[src/rtl/vx_serial_divider_et_pkg.sv]
// Shared types and helpers for the serial divider.
// State encoding, counter width and leading-zero count.
package vx_serial_divider_et_pkg;

  typedef enum logic [2:0] {
    IDLE,
    PREP,
    ITER,
    FIXUP,
    DONE
  } state_e;

  localparam int MAX_WIDTH = 64;
  localparam int ITER_CNT_W = $clog2(MAX_WIDTH + 1);

  // leading zeros of a left-aligned 64-bit value, 64 when zero
  function automatic logic [ITER_CNT_W-1:0] clz64(
    input logic [63:0] v
  );
    logic [ITER_CNT_W-1:0] n;
    n = ITER_CNT_W'(64);
    for (int i = 0; i < 64; i++) begin
      if (v[i]) n = ITER_CNT_W'(63 - i);
    end
    return n;
  endfunction

endpackage

[src/rtl/vx_div_lane_step.sv]
// One restoring radix-2 divide step for a single lane.
// Remainder and dividend/quotient shift register in, updated pair out.
module vx_div_lane_step
  import vx_serial_divider_et_pkg::*;
#(
  parameter int WIDTH = 32
) (
  input  logic [WIDTH-1:0] rem_in,
  input  logic [WIDTH-1:0] quo_in,
  input  logic [WIDTH-1:0] den,
  output logic [WIDTH-1:0] rem_out,
  output logic [WIDTH-1:0] quo_out
);

  logic [WIDTH:0] shifted;
  logic [WIDTH:0] diff;
  logic           ge;

  // shift in next dividend bit, subtract when it fits
  always_comb begin
    shifted = {rem_in, quo_in[WIDTH-1]};
    ge      = shifted >= {1'b0, den};
    diff    = shifted - {1'b0, den};
    rem_out = ge ? diff[WIDTH-1:0] : shifted[WIDTH-1:0];
    quo_out = {quo_in[WIDTH-2:0], ge};
  end

endmodule

[src/rtl/vx_serial_divider_et.sv]
// Multi-lane iterative divider with early termination.
// Signed/unsigned DIV/REM, W-mode, RISC-V corner cases.
module vx_serial_divider_et
  import vx_serial_divider_et_pkg::*;
#(
  parameter int LANES     = 4,
  parameter int WIDTH     = 32,
  parameter int TAG_WIDTH = 8
) (
  input  logic                   clk,
  input  logic                   reset_n,
  input  logic                   valid_in,
  output logic                   ready_in,
  input  logic                   is_signed,
  input  logic                   is_rem,
  input  logic                   is_w,
  input  logic [LANES-1:0]       tmask_in,
  input  logic [LANES*WIDTH-1:0] numer,
  input  logic [LANES*WIDTH-1:0] denom,
  input  logic [TAG_WIDTH-1:0]   tag_in,
  output logic                   valid_out,
  input  logic                   ready_out,
  output logic [LANES*WIDTH-1:0] result,
  output logic [LANES-1:0]       tmask_out,
  output logic [TAG_WIDTH-1:0]   tag_out,
  output logic                   busy
);

  localparam int CW = ITER_CNT_W;

  state_e                 state, state_nx;
  logic [CW-1:0]          cnt, iters, lz_min, ew;
  logic                   sgn_q, rem_q, w_q;
  logic [LANES-1:0]       tmask_q;
  logic [TAG_WIDTH-1:0]   tag_q;
  logic [LANES*WIDTH-1:0] numer_q, denom_q;
  logic [LANES*WIDTH-1:0] result_q, fix;
  logic [WIDTH-1:0]       rem_r    [LANES];
  logic [WIDTH-1:0]       quo_r    [LANES];
  logic [WIDTH-1:0]       rem_nx   [LANES];
  logic [WIDTH-1:0]       quo_nx   [LANES];
  logic [WIDTH-1:0]       n_t      [LANES];
  logic [WIDTH-1:0]       d_t      [LANES];
  logic [WIDTH-1:0]       n_mag    [LANES];
  logic [WIDTH-1:0]       d_mag    [LANES];
  logic [WIDTH-1:0]       quo_init [LANES];
  logic [LANES-1:0]       n_neg, d_neg;
  logic [WIDTH-1:0]       lo_mask, min_v;
  logic [6:0]             sh;
  logic                   w_mode, fire;

  assign ready_in  = (state == IDLE);
  assign fire      = valid_in && ready_in;
  assign valid_out = (state == DONE);
  assign busy      = (state != IDLE);
  assign result    = result_q;
  assign tmask_out = tmask_q;
  assign tag_out   = tag_q;

  assign w_mode  = (WIDTH > 32) && w_q;
  assign lo_mask = w_mode ? WIDTH'(32'hFFFF_FFFF) : '1;
  assign min_v   = lo_mask ^ (lo_mask >> 1);
  assign ew      = w_mode ? CW'(32) : CW'(WIDTH);
  assign sh      = w_mode ? 7'd32 : 7'(64 - WIDTH);

  // truncate operands to the effective width and take magnitudes
  always_comb begin
    for (int i = 0; i < LANES; i++) begin
      n_t[i]   = numer_q[i*WIDTH +: WIDTH] & lo_mask;
      d_t[i]   = denom_q[i*WIDTH +: WIDTH] & lo_mask;
      n_neg[i] = sgn_q && ((n_t[i] & min_v) != '0);
      d_neg[i] = sgn_q && ((d_t[i] & min_v) != '0);
      n_mag[i] = n_neg[i] ? ((-n_t[i]) & lo_mask) : n_t[i];
      d_mag[i] = d_neg[i] ? ((-d_t[i]) & lo_mask) : d_t[i];
    end
  end

  // iteration count from the widest active numerator
  always_comb begin
    logic [CW-1:0] lz_l;
    lz_min = ew;
    for (int i = 0; i < LANES; i++) begin
      lz_l = clz64(64'(n_mag[i]) << sh);
      if (tmask_q[i] && lz_l < lz_min) lz_min = lz_l;
    end
    iters = ew - lz_min;
    for (int i = 0; i < LANES; i++) begin
      quo_init[i] = n_mag[i] << (CW'(WIDTH) - iters);
    end
  end

  for (genvar g = 0; g < LANES; g++) begin : g_lane
    vx_div_lane_step #(.WIDTH(WIDTH)) u_step (
      .rem_in (rem_r[g]),
      .quo_in (quo_r[g]),
      .den    (d_mag[g]),
      .rem_out(rem_nx[g]),
      .quo_out(quo_nx[g])
    );
  end

  // sign restore, div-by-zero and overflow, W-mode extension
  always_comb begin
    logic [WIDTH-1:0] q_v, r_v, sel;
    fix = '0;
    for (int i = 0; i < LANES; i++) begin
      q_v = (n_neg[i] ^ d_neg[i]) ? -quo_r[i] : quo_r[i];
      r_v = n_neg[i] ? -rem_r[i] : rem_r[i];
      if (d_t[i] == '0) begin
        q_v = '1;
        r_v = n_t[i];
      end else if (sgn_q && n_t[i] == min_v && d_t[i] == lo_mask) begin
        q_v = min_v;
        r_v = '0;
      end
      sel = rem_q ? r_v : q_v;
      if (w_mode) sel = WIDTH'($signed(sel[31:0]));
      if (tmask_q[i]) fix[i*WIDTH +: WIDTH] = sel;
    end
  end

  // state register
  always_ff @(posedge clk or negedge reset_n) begin
    if (!reset_n) state <= IDLE;
    else          state <= state_nx;
  end

  // next-state logic
  always_comb begin
    state_nx = state;
    unique case (state)
      IDLE:    if (fire) state_nx = PREP;
      PREP:    state_nx = (iters == '0) ? FIXUP : ITER;
      ITER:    if (cnt == CW'(1)) state_nx = FIXUP;
      FIXUP:   state_nx = DONE;
      DONE:    if (ready_out) state_nx = IDLE;
      default: state_nx = IDLE;
    endcase
  end

  // request capture, iteration datapath and result register
  always_ff @(posedge clk or negedge reset_n) begin
    if (!reset_n) begin
      cnt      <= '0;
      sgn_q    <= 1'b0;
      rem_q    <= 1'b0;
      w_q      <= 1'b0;
      tmask_q  <= '0;
      tag_q    <= '0;
      numer_q  <= '0;
      denom_q  <= '0;
      result_q <= '0;
      for (int i = 0; i < LANES; i++) begin
        rem_r[i] <= '0;
        quo_r[i] <= '0;
      end
    end else begin
      if (fire) begin
        sgn_q   <= is_signed;
        rem_q   <= is_rem;
        w_q     <= is_w;
        tmask_q <= tmask_in;
        tag_q   <= tag_in;
        numer_q <= numer;
        denom_q <= denom;
      end
      if (state == PREP) begin
        cnt <= iters;
        for (int i = 0; i < LANES; i++) begin
          rem_r[i] <= '0;
          quo_r[i] <= quo_init[i];
        end
      end
      if (state == ITER) begin
        cnt <= cnt - CW'(1);
        for (int i = 0; i < LANES; i++) begin
          rem_r[i] <= rem_nx[i];
          quo_r[i] <= quo_nx[i];
        end
      end
      if (state == FIXUP) result_q <= fix;
    end
  end

endmodule

[config.mk]
export PLATFORM = sky130hd
export DESIGN_NAME = vx_serial_divider_et
export DESIGN_NICKNAME = d
export VERILOG_FILES = /design/src/rtl/vx_serial_divider_et_pkg.sv /design/src/rtl/vx_div_lane_step.sv /design/src/rtl/vx_serial_divider_et.sv
export SDC_FILE = /design/constraint.sdc
export NUM_CORES = 2
export LEC_CHECK = 0
export BUFFER_PORTS_ARGS = -buffer_cell sky130_fd_sc_hd__buf_2
export CORE_UTILIZATION = 40
export DETAILED_ROUTE_END_ITERATION = 12
export GPL_TIMING_DRIVEN = 1
export MAX_ROUTING_LAYER = met4
export PLACE_DENSITY_LB_ADDON = 0.1
export SLEW_MARGIN = 30
export SYNTH_ARGS = -nofsm -noshare
export SYNTH_HDL_FRONTEND = slang
export SYNTH_SLANG_ARGS = --single-unit
[constraint.sdc]
create_clock -name clk -period 19.8 [get_ports clk]
set_input_delay 0 -clock clk [delete_from_list [all_inputs] [get_ports clk]]
set_output_delay 0 -clock clk [all_outputs]
set_load 0.05 [all_outputs]
==> run metrics <==
result of the run=completed; global placer's final weighted congestion=0.953; Worst R2R Path Depth=45; ratio of final minimum period to clock period=0.747; layout cell share with drive strength beyond 1=0.135; Critical Path Fanout Max=36; number of antenna violations at the first check in global routing=4; Syn-to-layout area delta=15.7%; clock tree skew after final layout=40.6 ps; most frequently used cell type in the post-synthesis netlist=nand2_1; Avg Inst Size Synth=7.92 µm²; transition time at the pin with the least slew margin=1120 ps; drt total wl=230,000 µm; highest attainable clock frequency=0.0677 GHz; yosys synthesis warning count=0; initial core utilization=0.405; required arrival time at the worst endpoint=20,420 ps; part of the Yosys area used for sequential elements=0.288; final design area excluding fillers=0.0666 mm²; IO Count=418; number of buffers inserted during clock tree synthesis=87; first-pass detailed-route iteration total=8; Synth async-reset ratio=1.00; global router's overall resource usage=0.315; worst relative slew slack=0.251; summed instance area of the synthesized netlist=0.0576 mm²; clock latency at the later pin of the worst-skew pair=710 ps; commonest cells in the netlist=nand2_1 (846), o21ai_0 (714), nor2_1 (680); count of buffers inserted at the top-level ports=416; worst flop-to-flop path startpoint=numer_q[32]; Post-synth EDFFs=0; vias after detailed routing=58,500; number of antenna-violating nets in the routed design=0; critical path buffer and inverter count=5; cell family with most CP delay=compound AO/OA/AOI/OAI gates; top cell type's share of synthesized area=0.288; min-delay worst type=primary input to async pin; DIE AREA=0.146 mm²; number of distinct standard cells referenced by the synthesized netlist=109; clock tree from TritonCTS=done; Clock Tree Buf Depth=3; capture point of the worst reg-to-reg path=quo_r[124]; clock transition time at the flip-flop clock pins of the worst setup and hold paths=70 ps; via count of the first global-routing pass=54,900; signal arrival time at the worst endpoint=15,400 ps; Clock H-tree levels=3; Std-Cell Rows=138; Via-to-Cell Ratio=6.12; number of setup violations in the final report=0; post-layout minimum cycle time=14,780 ps; placed instance area=0.0608 mm²; CP Class=flip-flop to flip-flop; cell with the biggest individual delay on the critical path=nand4_1; number of gates resized after CTS=0; register bit total from synthesis=664; delay contributed by the slowest stage of the critical path=640 ps; Core ar.=0.142 mm²; most used flip-flop cell after synthesis=dfrtp_1; DIE WIDTH=381 µm; DRC viols=0; R2R Setup Slk=5020 ps; total nets after synthesis=7,723; total congestion overflow=0; average wire length per cell after detail routing=24.0 µm; number of nets in the final layout=8,048; Top cell by count, worst path=ha_1; DP Wirelength=167,000 µm; post-placement cell count=9,124; setup total negative slack=0 ps; DR iter-0 viols=6,163; cell count after synthesis=7,276; element type at the critical path start=flip-flop; Final Max Slew Viols=0; Clock Root Buffer=clkbuf_16; Critical Path Sink Type=flip-flop; post-synth top area cell=dfrtp_1; max cap viols=0; RSZ-0062 raised after global routing=no; cell types with the largest area share after synthesis=dfrtp_1 (29%), o21ai_0 (6.2%), nand2_1 (5.5%); global-route wire length before repair=348,000 µm; final non-filler cell total=9,562; largest net degree at the start of global routing=168; CTS Sinks=664; Die Height=381 µm; Fin. Hold Viols=0
## kinds of logic (layout without fill, tap and decap cells)
logic type | Yosys count | count (layout) | synth area share
flip-flops | 664 | 664 | 0.288
buffers and inverters | 706 | 1100 | 0.0478
adder cells (fa/ha/maj) | 172 | 172 | 0.0379
AO/OA/AOI/OAI | 2158 | 2158 | 0.241
AND/OR/NAND/NOR | 2489 | 2489 | 0.202
XOR/XNOR | 567 | 567 | 0.0863
other | 1 | 3 | 0.0000651
multiplexers | 519 | 519 | 0.0961
## through the flow
| step | setup slack (ps) | utilization | hold slack, ps |
|---|---|---|---|
| 2_1_floorplan | 8500 | - | -296 |
| 3_3_place_gp | 5370 | 0.427 | 82.3 |
| 3_5_place_dp | 5670 | 0.427 | 80.9 |
| 4_1_cts | 5610 | 0.468 | 0.117 |
| 5_1_grt | 4440 | 0.468 | 34.9 |
| 6_report | 5020 | 0.468 | 17.7 |
## tightest hold or removal path, delay by kind of cell
family / cells / cell delay, ps
buffers and inverters: 3 / 1130
## state kept, by name, indices dropped and copies added (netlist names)
name       flops
sgn_q          1
tmask_out      4
cnt            7
state          3
rem_q          1
tag_out        8
quo_r        128
rem_r        128
numer_q      128
result       128
denom_q      128
## layout make-up
cell class,instances,area [µm²]
Sequential cell,664,16600
Clock buffer,119,2510
Inverter,161,609
Tap cell,1890,2360
Antenna cell,2,5.00
Multi-Input combinational cell,5906,38400
Clock inverter,39,470
Fill cell,14200,75600
Timing Repair Buffer,781,5620
## worst max-delay path by stage
stage           startpoint          to  slack (ps)  cells past startpoint
3_3_place_gp   numer_q[32]   quo_r[56]        5370                     44
2_1_floorplan   numer_q[0]   quo_r[84]        8500                     54
3_5_place_dp   numer_q[32]  quo_r[124]        5670                     45
6_report       numer_q[32]  quo_r[124]        5020                     45
5_1_grt         numer_q[0]  quo_r[108]        4440                     45
4_1_cts        numer_q[32]  quo_r[124]        5610                     45
## cells in the final DEF (no fill, tap or decap), types with 42 or more instances in the layout
master           n
a211oi_1        58
a21o_1          59
a21oi_1        438
a22oi_1        102
a31oi_1         73
a32o_1          42
and2_1          42
buf_2          415
buf_4           85
clkbuf_16       90
dfrtp_1        662
dlygate4sd3_1  274
ha_1           168
inv_1          157
mux2_2         272
mux2i_1        247
nand2_1        844
nand2b_1        42
nand3_1        158
nand4_1         83
nor2_1         675
nor2b_1         45
nor3_1         204
nor4_1          77
o211ai_1       111
o21ai_0        714
o31ai_1         78
or3_1           73
or4_1           48
xnor2_1        299
xor2_1         265
## per-layer routing
metal	track usage	vias up	wire, µm
li1	-	27200	-
met1	0.436	28700	104000
met2	0.480	2283	103000
met3	0.0424	327	15900
met4	0.0815	0	6330
met5	-	-	0
## what timing repair did
item | 4_1_cts | 5_1_grt
hold buffers | 275 | 0
hold endpoints to repair | 360 | 0
setup buffers | 0 | 0
Power is not shown: default switching activity piles up to over one toggle a cycle in this logic, so the estimate is an artifact.
